File: src/rtl/tcam_arb_pkg.sv
// Shared encodings for the TCAM access arbiter: controller MODE commands and FSM states.
package tcam_arb_pkg;

  localparam int unsigned ModeW = 3;

  typedef enum logic [ModeW-1:0] {
    MODE_I   = 3'b000,
    MODE_W   = 3'b001,
    MODE_R   = 3'b010,
    MODE_F   = 3'b011,
    MODE_C   = 3'b100,
    MODE_RST = 3'b101
  } tcam_mode_e;

  typedef enum logic [2:0] {
    ST_IDLE    = 3'd0,
    ST_ISSUE   = 3'd1,
    ST_WAIT    = 3'd2,
    ST_RESP    = 3'd3,
    ST_CFG     = 3'd4,
    ST_CFG_GAP = 3'd5
  } arb_state_e;

endpackage

File: src/rtl/tcam_rr_arb.sv
// Round-robin requester pick: combinational selection starting at a registered pointer,
// pointer moves past the winner whenever the pick is consumed.
module tcam_rr_arb #(
  parameter int unsigned NUM_REQ = 4,
  parameter int unsigned IDX_W   = (NUM_REQ > 1) ? $clog2(NUM_REQ) : 1
) (
  input  logic               clk,
  input  logic               rst_n,
  input  logic [NUM_REQ-1:0] req_i,
  input  logic               adv_i,
  output logic [NUM_REQ-1:0] gnt_c_o,
  output logic [IDX_W-1:0]   idx_c_o,
  output logic               any_c_o
);

  logic [IDX_W-1:0] ptr_q, ptr_d;
  logic [31:0]      cand;
  logic             found;

  // First request at or after the pointer, wrapping modulo NUM_REQ
  always_comb begin
    gnt_c_o = '0;
    idx_c_o = '0;
    found   = 1'b0;
    cand    = '0;
    for (int unsigned off = 0; off < NUM_REQ; off++) begin
      cand = (32'(ptr_q) + off) % NUM_REQ;
      if (!found && req_i[IDX_W'(cand)]) begin
        found                   = 1'b1;
        idx_c_o                 = IDX_W'(cand);
        gnt_c_o[IDX_W'(cand)]   = 1'b1;
      end
    end
    any_c_o = |req_i;
    ptr_d   = adv_i ? IDX_W'((32'(idx_c_o) + 32'd1) % NUM_REQ) : ptr_q;
  end

  always_ff @(posedge clk or negedge rst_n) begin
    if (!rst_n) ptr_q <= '0;
    else        ptr_q <= ptr_d;
  end

endmodule

File: src/rtl/tcam_access_arbiter.sv
// Arbitrates lookup requesters and a config port onto a single TCAM controller,
// one transaction at a time; config and lookups alternate when both are pending.
module tcam_access_arbiter
  import tcam_arb_pkg::*;
#(
  parameter int unsigned ID_Width    = 4,
  parameter int unsigned AddressSize = 4,
  parameter int unsigned Bits        = 8,
  parameter int unsigned NUM_REQ     = 4,
  parameter int unsigned LOOKUP_LAT  = 3
) (
  input  logic                        clk,
  input  logic                        rst_n,
  input  logic [NUM_REQ-1:0]          lk_valid,
  input  logic [NUM_REQ*ID_Width-1:0] lk_id,
  output logic [NUM_REQ-1:0]          lk_ready,
  output logic [NUM_REQ-1:0]          rsp_valid,
  output logic [ID_Width-1:0]         rsp_dst,
  input  logic                        cfg_valid,
  input  logic                        cfg_op,
  input  logic [AddressSize-1:0]      cfg_addr,
  input  logic [Bits-1:0]             cfg_data,
  input  logic [Bits-1:0]             cfg_mskb,
  input  logic                        cfg_vbi,
  output logic                        cfg_ready,
  output logic [2:0]                  MODE,
  output logic [ID_Width-1:0]         PacketID_In,
  output logic                        Vbe_In,
  output logic                        Dcs_In,
  output logic                        Vbi_In,
  output logic [Bits-1:0]             Data_In,
  output logic [Bits-1:0]             Mskb_In,
  output logic [AddressSize-1:0]      A_In,
  input  logic [ID_Width-1:0]         DstID_Out,
  output logic                        busy
);

  localparam int unsigned IdxW = (NUM_REQ > 1) ? $clog2(NUM_REQ) : 1;
  localparam int unsigned CntW = (LOOKUP_LAT > 1) ? $clog2(LOOKUP_LAT) : 1;

  arb_state_e           state_q, state_d;
  logic                 last_cfg_q, last_cfg_d;
  logic [CntW-1:0]      cnt_q, cnt_d;
  logic [IdxW-1:0]      lk_idx_q, lk_idx_d;
  logic [ID_Width-1:0]  rsp_dst_q, rsp_dst_d;
  logic [NUM_REQ-1:0]   rsp_valid_q, rsp_valid_d;
  logic                 busy_q, busy_d;
  tcam_mode_e           mode_q, mode_d;
  logic [ID_Width-1:0]  pid_q, pid_d;
  logic                 vbe_q, vbe_d, dcs_q, dcs_d, vbi_q, vbi_d;
  logic [Bits-1:0]      data_q, data_d, mskb_q, mskb_d;
  logic [AddressSize-1:0] addr_q, addr_d;

  logic [NUM_REQ-1:0]   rr_gnt;
  logic [IdxW-1:0]      rr_idx;
  logic                 rr_any, rr_adv, cfg_win;
  logic [ID_Width-1:0]  sel_id;

  tcam_rr_arb #(
    .NUM_REQ (NUM_REQ),
    .IDX_W   (IdxW)
  ) u_rr (
    .clk     (clk),
    .rst_n   (rst_n),
    .req_i   (lk_valid),
    .adv_i   (rr_adv),
    .gnt_c_o (rr_gnt),
    .idx_c_o (rr_idx),
    .any_c_o (rr_any)
  );

  // Next state, grants, and next values of the registered controller-side outputs.
  // Controller outputs are loaded on the entry edge so they are valid for the whole state.
  always_comb begin
    state_d    = state_q;
    last_cfg_d = last_cfg_q;
    cnt_d      = cnt_q;
    lk_idx_d   = lk_idx_q;
    rsp_dst_d  = rsp_dst_q;
    mode_d     = MODE_I;
    pid_d      = '0;
    vbe_d      = 1'b0;
    dcs_d      = 1'b0;
    vbi_d      = 1'b0;
    data_d     = '0;
    mskb_d     = '0;
    addr_d     = '0;
    lk_ready   = '0;
    cfg_ready  = 1'b0;
    rr_adv     = 1'b0;
    cfg_win    = cfg_valid && !(last_cfg_q && rr_any);
    sel_id     = lk_id[32'(rr_idx)*ID_Width +: ID_Width];

    unique case (state_q)
      ST_IDLE: begin
        if (rst_n && cfg_win) begin
          cfg_ready  = 1'b1;
          last_cfg_d = 1'b1;
          state_d    = ST_CFG;
          if (cfg_op) begin
            mode_d = MODE_F;
          end else begin
            mode_d = MODE_W;
            vbe_d  = 1'b1;
            dcs_d  = 1'b1;
            vbi_d  = cfg_vbi;
            data_d = cfg_data;
            mskb_d = cfg_mskb;
            addr_d = cfg_addr;
          end
        end else if (rst_n && rr_any) begin
          lk_ready   = rr_gnt;
          rr_adv     = 1'b1;
          last_cfg_d = 1'b0;
          lk_idx_d   = rr_idx;
          pid_d      = sel_id;
          mode_d     = MODE_C;
          state_d    = ST_ISSUE;
        end
      end
      ST_ISSUE: begin
        cnt_d   = CntW'(LOOKUP_LAT - 1);
        state_d = ST_WAIT;
      end
      ST_WAIT: begin
        if (cnt_q == '0) begin
          rsp_dst_d = DstID_Out;
          state_d   = ST_RESP;
        end else begin
          cnt_d = cnt_q - CntW'(1);
        end
      end
      ST_RESP:    state_d = ST_IDLE;
      ST_CFG:     state_d = ST_CFG_GAP;
      ST_CFG_GAP: state_d = ST_IDLE;
      default:    state_d = ST_IDLE;
    endcase

    rsp_valid_d = (state_d == ST_RESP) ? (NUM_REQ'(1) << lk_idx_q) : '0;
    busy_d      = (state_d != ST_IDLE);
  end

  always_ff @(posedge clk or negedge rst_n) begin
    if (!rst_n) begin
      state_q     <= ST_IDLE;
      last_cfg_q  <= 1'b0;
      cnt_q       <= '0;
      lk_idx_q    <= '0;
      rsp_dst_q   <= '0;
      rsp_valid_q <= '0;
      busy_q      <= 1'b0;
      mode_q      <= MODE_I;
      pid_q       <= '0;
      vbe_q       <= 1'b0;
      dcs_q       <= 1'b0;
      vbi_q       <= 1'b0;
      data_q      <= '0;
      mskb_q      <= '0;
      addr_q      <= '0;
    end else begin
      state_q     <= state_d;
      last_cfg_q  <= last_cfg_d;
      cnt_q       <= cnt_d;
      lk_idx_q    <= lk_idx_d;
      rsp_dst_q   <= rsp_dst_d;
      rsp_valid_q <= rsp_valid_d;
      busy_q      <= busy_d;
      mode_q      <= mode_d;
      pid_q       <= pid_d;
      vbe_q       <= vbe_d;
      dcs_q       <= dcs_d;
      vbi_q       <= vbi_d;
      data_q      <= data_d;
      mskb_q      <= mskb_d;
      addr_q      <= addr_d;
    end
  end

  assign rsp_valid   = rsp_valid_q;
  assign rsp_dst     = rsp_dst_q;
  assign busy        = busy_q;
  assign MODE        = mode_q;
  assign PacketID_In = pid_q;
  assign Vbe_In      = vbe_q;
  assign Dcs_In      = dcs_q;
  assign Vbi_In      = vbi_q;
  assign Data_In     = data_q;
  assign Mskb_In     = mskb_q;
  assign A_In        = addr_q;

endmodule

File: config.mk
export PLATFORM = sky130hd
export DESIGN_NAME = tcam_access_arbiter
export DESIGN_NICKNAME = d
export VERILOG_FILES = /design/src/rtl/tcam_arb_pkg.sv /design/src/rtl/tcam_rr_arb.sv /design/src/rtl/tcam_access_arbiter.sv
export SDC_FILE = /design/constraint.sdc
export NUM_CORES = 1
export LEC_CHECK = 0
export ABC_AREA = 1
export CAP_MARGIN = 40
export CORE_MARGIN = 8
export CORE_UTILIZATION = 47
export CTS_CLUSTER_SIZE = 25
export DETAILED_ROUTE_END_ITERATION = 16
export GPL_TIMING_DRIVEN = 0
export PLACE_DENSITY = 0.91
export SLEW_MARGIN = 40
export SYNTH_ARGS = -nofsm -noshare
export SYNTH_HDL_FRONTEND = slang
export SYNTH_SLANG_ARGS = --single-unit
File: constraint.sdc
create_clock -name clk -period 6.25 [get_ports clk]
set_clock_uncertainty 0.2 [all_clocks]
set_input_delay 0.625 -clock clk [delete_from_list [all_inputs] [get_ports clk]]
set_output_delay 0.625 -clock clk [all_outputs]
set_load 0.05 [all_outputs]
==> out/metrics.yaml <==
routing:
  drt_wl_total_um: 6041
  drtIter0Drc: 140
  ant_nets: 0
  via_per_inst: 4.681
  vias: 2116
  wl_per_cell_um: 13.37
  firstDrtPassIters: 4
  drc: 0
clock_network:
  clkSinkCount: 48
  cts_buffers: 5
  clock_path_buffers: 2
  cts_setup_buffers: 0
  clk_latency_ns: 0.29
  post_cts_resized: 0
  root_buffer: "clkbuf_8"
  clk_pin_slew_ns: 0.08
  cts-htree-levels: 2
  cts_tree: "yes"
cells_and_area:
  syn_to_final_growth_pct: 47.69
  design_area_mm2: 0.003480
  final_nets: 443
  insertedDiodeCount: 0
  multi_input_area_um2: 895.9
  final-seq-area_mm2: 0.001201
  drive_above_1_share_pct: 8.831
  fillers: 367
min_path:
  hold_path.class: "reg -> reg"
  min-delay-start: "rsp_dst[3]$_DFFE_PN0P_"
  hold_end: "rsp_dst[3]$_DFFE_PN0P_"
  min_path_cells: 2
logic_synthesis:
  async_reset_ff_share_pct: 100.0
  synth_edf_count: 0
  synth.distinct_cells: 29
  synth_cells: 284
  synth-main-ff-cell: "dfrtp_1"
  syn-num-nets: 342
  ys_seq_area_share_pct: 50.98
  syn_area_per_cell_um2: 8.296
  synth.most_common_cell: "nand2_1"
  ys_warn_count: 0
  synth.area.top_cells: "dfrtp_1 51%, nand2_1 10%, inv_1 9.1%, nor2_1 4.9%, ha_1 4.8%"
  synth_seq_cells: 48
  synth_top_area_share_pct: 50.98
  synth_area_mm2: 0.002356
  synth_top_cell_by_area: "dfrtp_1"
  synth_commonest_cells: "65 x nand2_1, 57 x inv_1, 48 x dfrtp_1"
timing:
  period_needed_ns: 4.133
  setup_viol: 0
  finalHoldViolations: 0
  timing.final.crit_share_pct: 66.13
  worst_pin_slew_ns: 0.5336
  finalSetupTns_ns: 0
  max_clock_freq_ghz: 0.2420
  drv_slew: 0
  slew_headroom_pct: 64.32
  rsz0062_at_grt: "false"
place:
  io_buffers: 92
  gp_congestion: 0.9140
  postPlaceCellArea_mm2: 0.003378
  place_hpwl_um: 4842
critical_path:
  r2r-start: "u_rr.ptr_q[0]$_DFFE_PN0P_"
  worst_path_max_delay_cell: "clkdlybuf4s50_1"
  path_cells: "dlygate4sd3_1 -> buf_4 -> buf_12 -> nand3_1 -> nor2_1 -> clkbuf_1 -> nand2_1 -> inv_1 -> clkdlybuf4s50_1"
  cp.arrival_ns: 3.31
  critPathMaxStageDelay_ns: 0.82
  reg2reg_depth: 13
  critPathCaptureType: "primary output"
  r2r_slack_ns: 3.58
  r2r_end: "u_rr.ptr_q[1]$_DFFE_PN0P_"
  cp.required_ns: 5.42
  cp-start-kind: "input port"
  startpoint: "rst_n"
  critPathKind: "in -> out"
  cp_max_fo: 41
floorplan:
  die_w_um: 86.80
  dieArea_mm2: 0.007534
  row_count: 25
  coreArea_mm2: 0.004786
  start_util_pct: 49.23
  pin_count: 93
  die_y_um: 86.80
global_route:
  grt_max_degree: 42
  grt_antenna_before_repair: 0
  grt_first_pass_wirelength_um: 9818
  grt_overflow: 0
  track_usage_pct: 16.25
  grt_pass1_vias: 2172
power_and_ir_drop:
  vdd_ir_drop_max_mv: 0.2894
  power.leakage_nw: 1.813
  power_density_mw_per_mm2: 442.0
run:
  maxCapViolations: 0
status:
  status: "finished, final reports clean"
-- cell usage in the layout, fill, tap and decap left out, types with 2 or more instances in the layout --
cell type        instances
dfrtp_1                 48
nand4_1                  2
clkbuf_1                 3
ha_1                     9
nor3_1                   7
buf_4                    2
nand2_2                 11
nand3_2                  3
clkbuf_8                 6
o21ai_1                  7
nor2_1                  31
o2111ai_1                4
nand3_1                 17
inv_2                    3
o21ai_0                  3
nand2_1                 65
clkdlybuf4s50_1         91
inv_1                   57
-- where the power goes --
| part | switching, mW | total, mW | internal [mW] |
|---|---|---|---|
| clock network | 0.0977 | 0.186 | 0.0883 |
| registers | 0.0503 | 0.429 | 0.379 |
| logic | 0.608 | 0.923 | 0.315 |
| total | 0.756 | 1.54 | 0.782 |
-- worst max-delay path by stage --
stage | end | slack (ns) | depth (start not counted)
after floorplan | lk_ready[0] | 3.36 | 10
after global placement | lk_ready[3] | 0.94 | 7
after detailed placement | lk_ready[1] | 2.40 | 11
after CTS | lk_ready[1] | 2.10 | 9
after global routing | lk_ready[3] | 1.89 | 9
final | lk_ready[0] | 2.12 | 9
-- state kept, by name (all words and copies together), names as in the netlist, 2 cells and up --
name         flops
rsp_dst          4
A_In             4
MODE             3
Data_In          8
Mskb_In          8
lk_idx_q         2
state_q          3
rsp_valid        4
PacketID_In      4
cnt_q            2
u_rr.ptr_q       2
-- area by class of cell --
cell class                      count  area share [%]
Inverter                           61           6.580
Clock buffer                        6           2.373
Multi-Input combinational cell    170           25.75
Tap cell                           67           2.409
Timing Repair Buffer               94           27.26
Clock inverter                      1          0.2517
Sequential cell                    48           34.52
Buffer                              5          0.8630
-- worst max-delay path, delay by kind of cell --
family,cells,cell delay [ns]
buffers and inverters,6,2.27
AND/OR/NAND/NOR,3,0.39
-- logic make-up after synthesis --
logic type | count (synthesis) | synth area share, %
fa+ha+maj | 9 | 4.780
buf+inv | 66 | 10.99
compound gates | 18 | 4.939
simple gates | 143 | 28.31
flops | 48 | 50.98
-- what timing repair did --
| action | in CTS | in global routing |
|---|---|---|
| endpoints found under the hold margin | 9 | 0 |
| endpoints found under the setup margin | 0 | 0 |
| hold buffers | 1 | 0 |
-- per-layer routing --
metal | GRT usage, % | wire [um]
met5 | 0 | 0
met1 | 18.70 | 2405
met2 | 29.08 | 3184
met3 | 2.930 | 362
met4 | 6.103 | 89
-- metrics by stage --
step	hold slack (ns)	instances	power (mW)	util [%]	worst slack (ns)
6_report	0.2813	452	1.538	72.71	2.117
3_5_place_dp	0.2607	444	1.355	70.59	2.396
4_1_cts	0.2757	452	1.543	72.71	2.097
5_1_grt	0.3094	452	1.653	72.71	1.889
3_3_place_gp	0.2534	443	1.313	70.22	0.9376
2_1_floorplan	0.1294	284	1.101	-	3.362
Note: power is estimated with default switching activity, not from simulation.
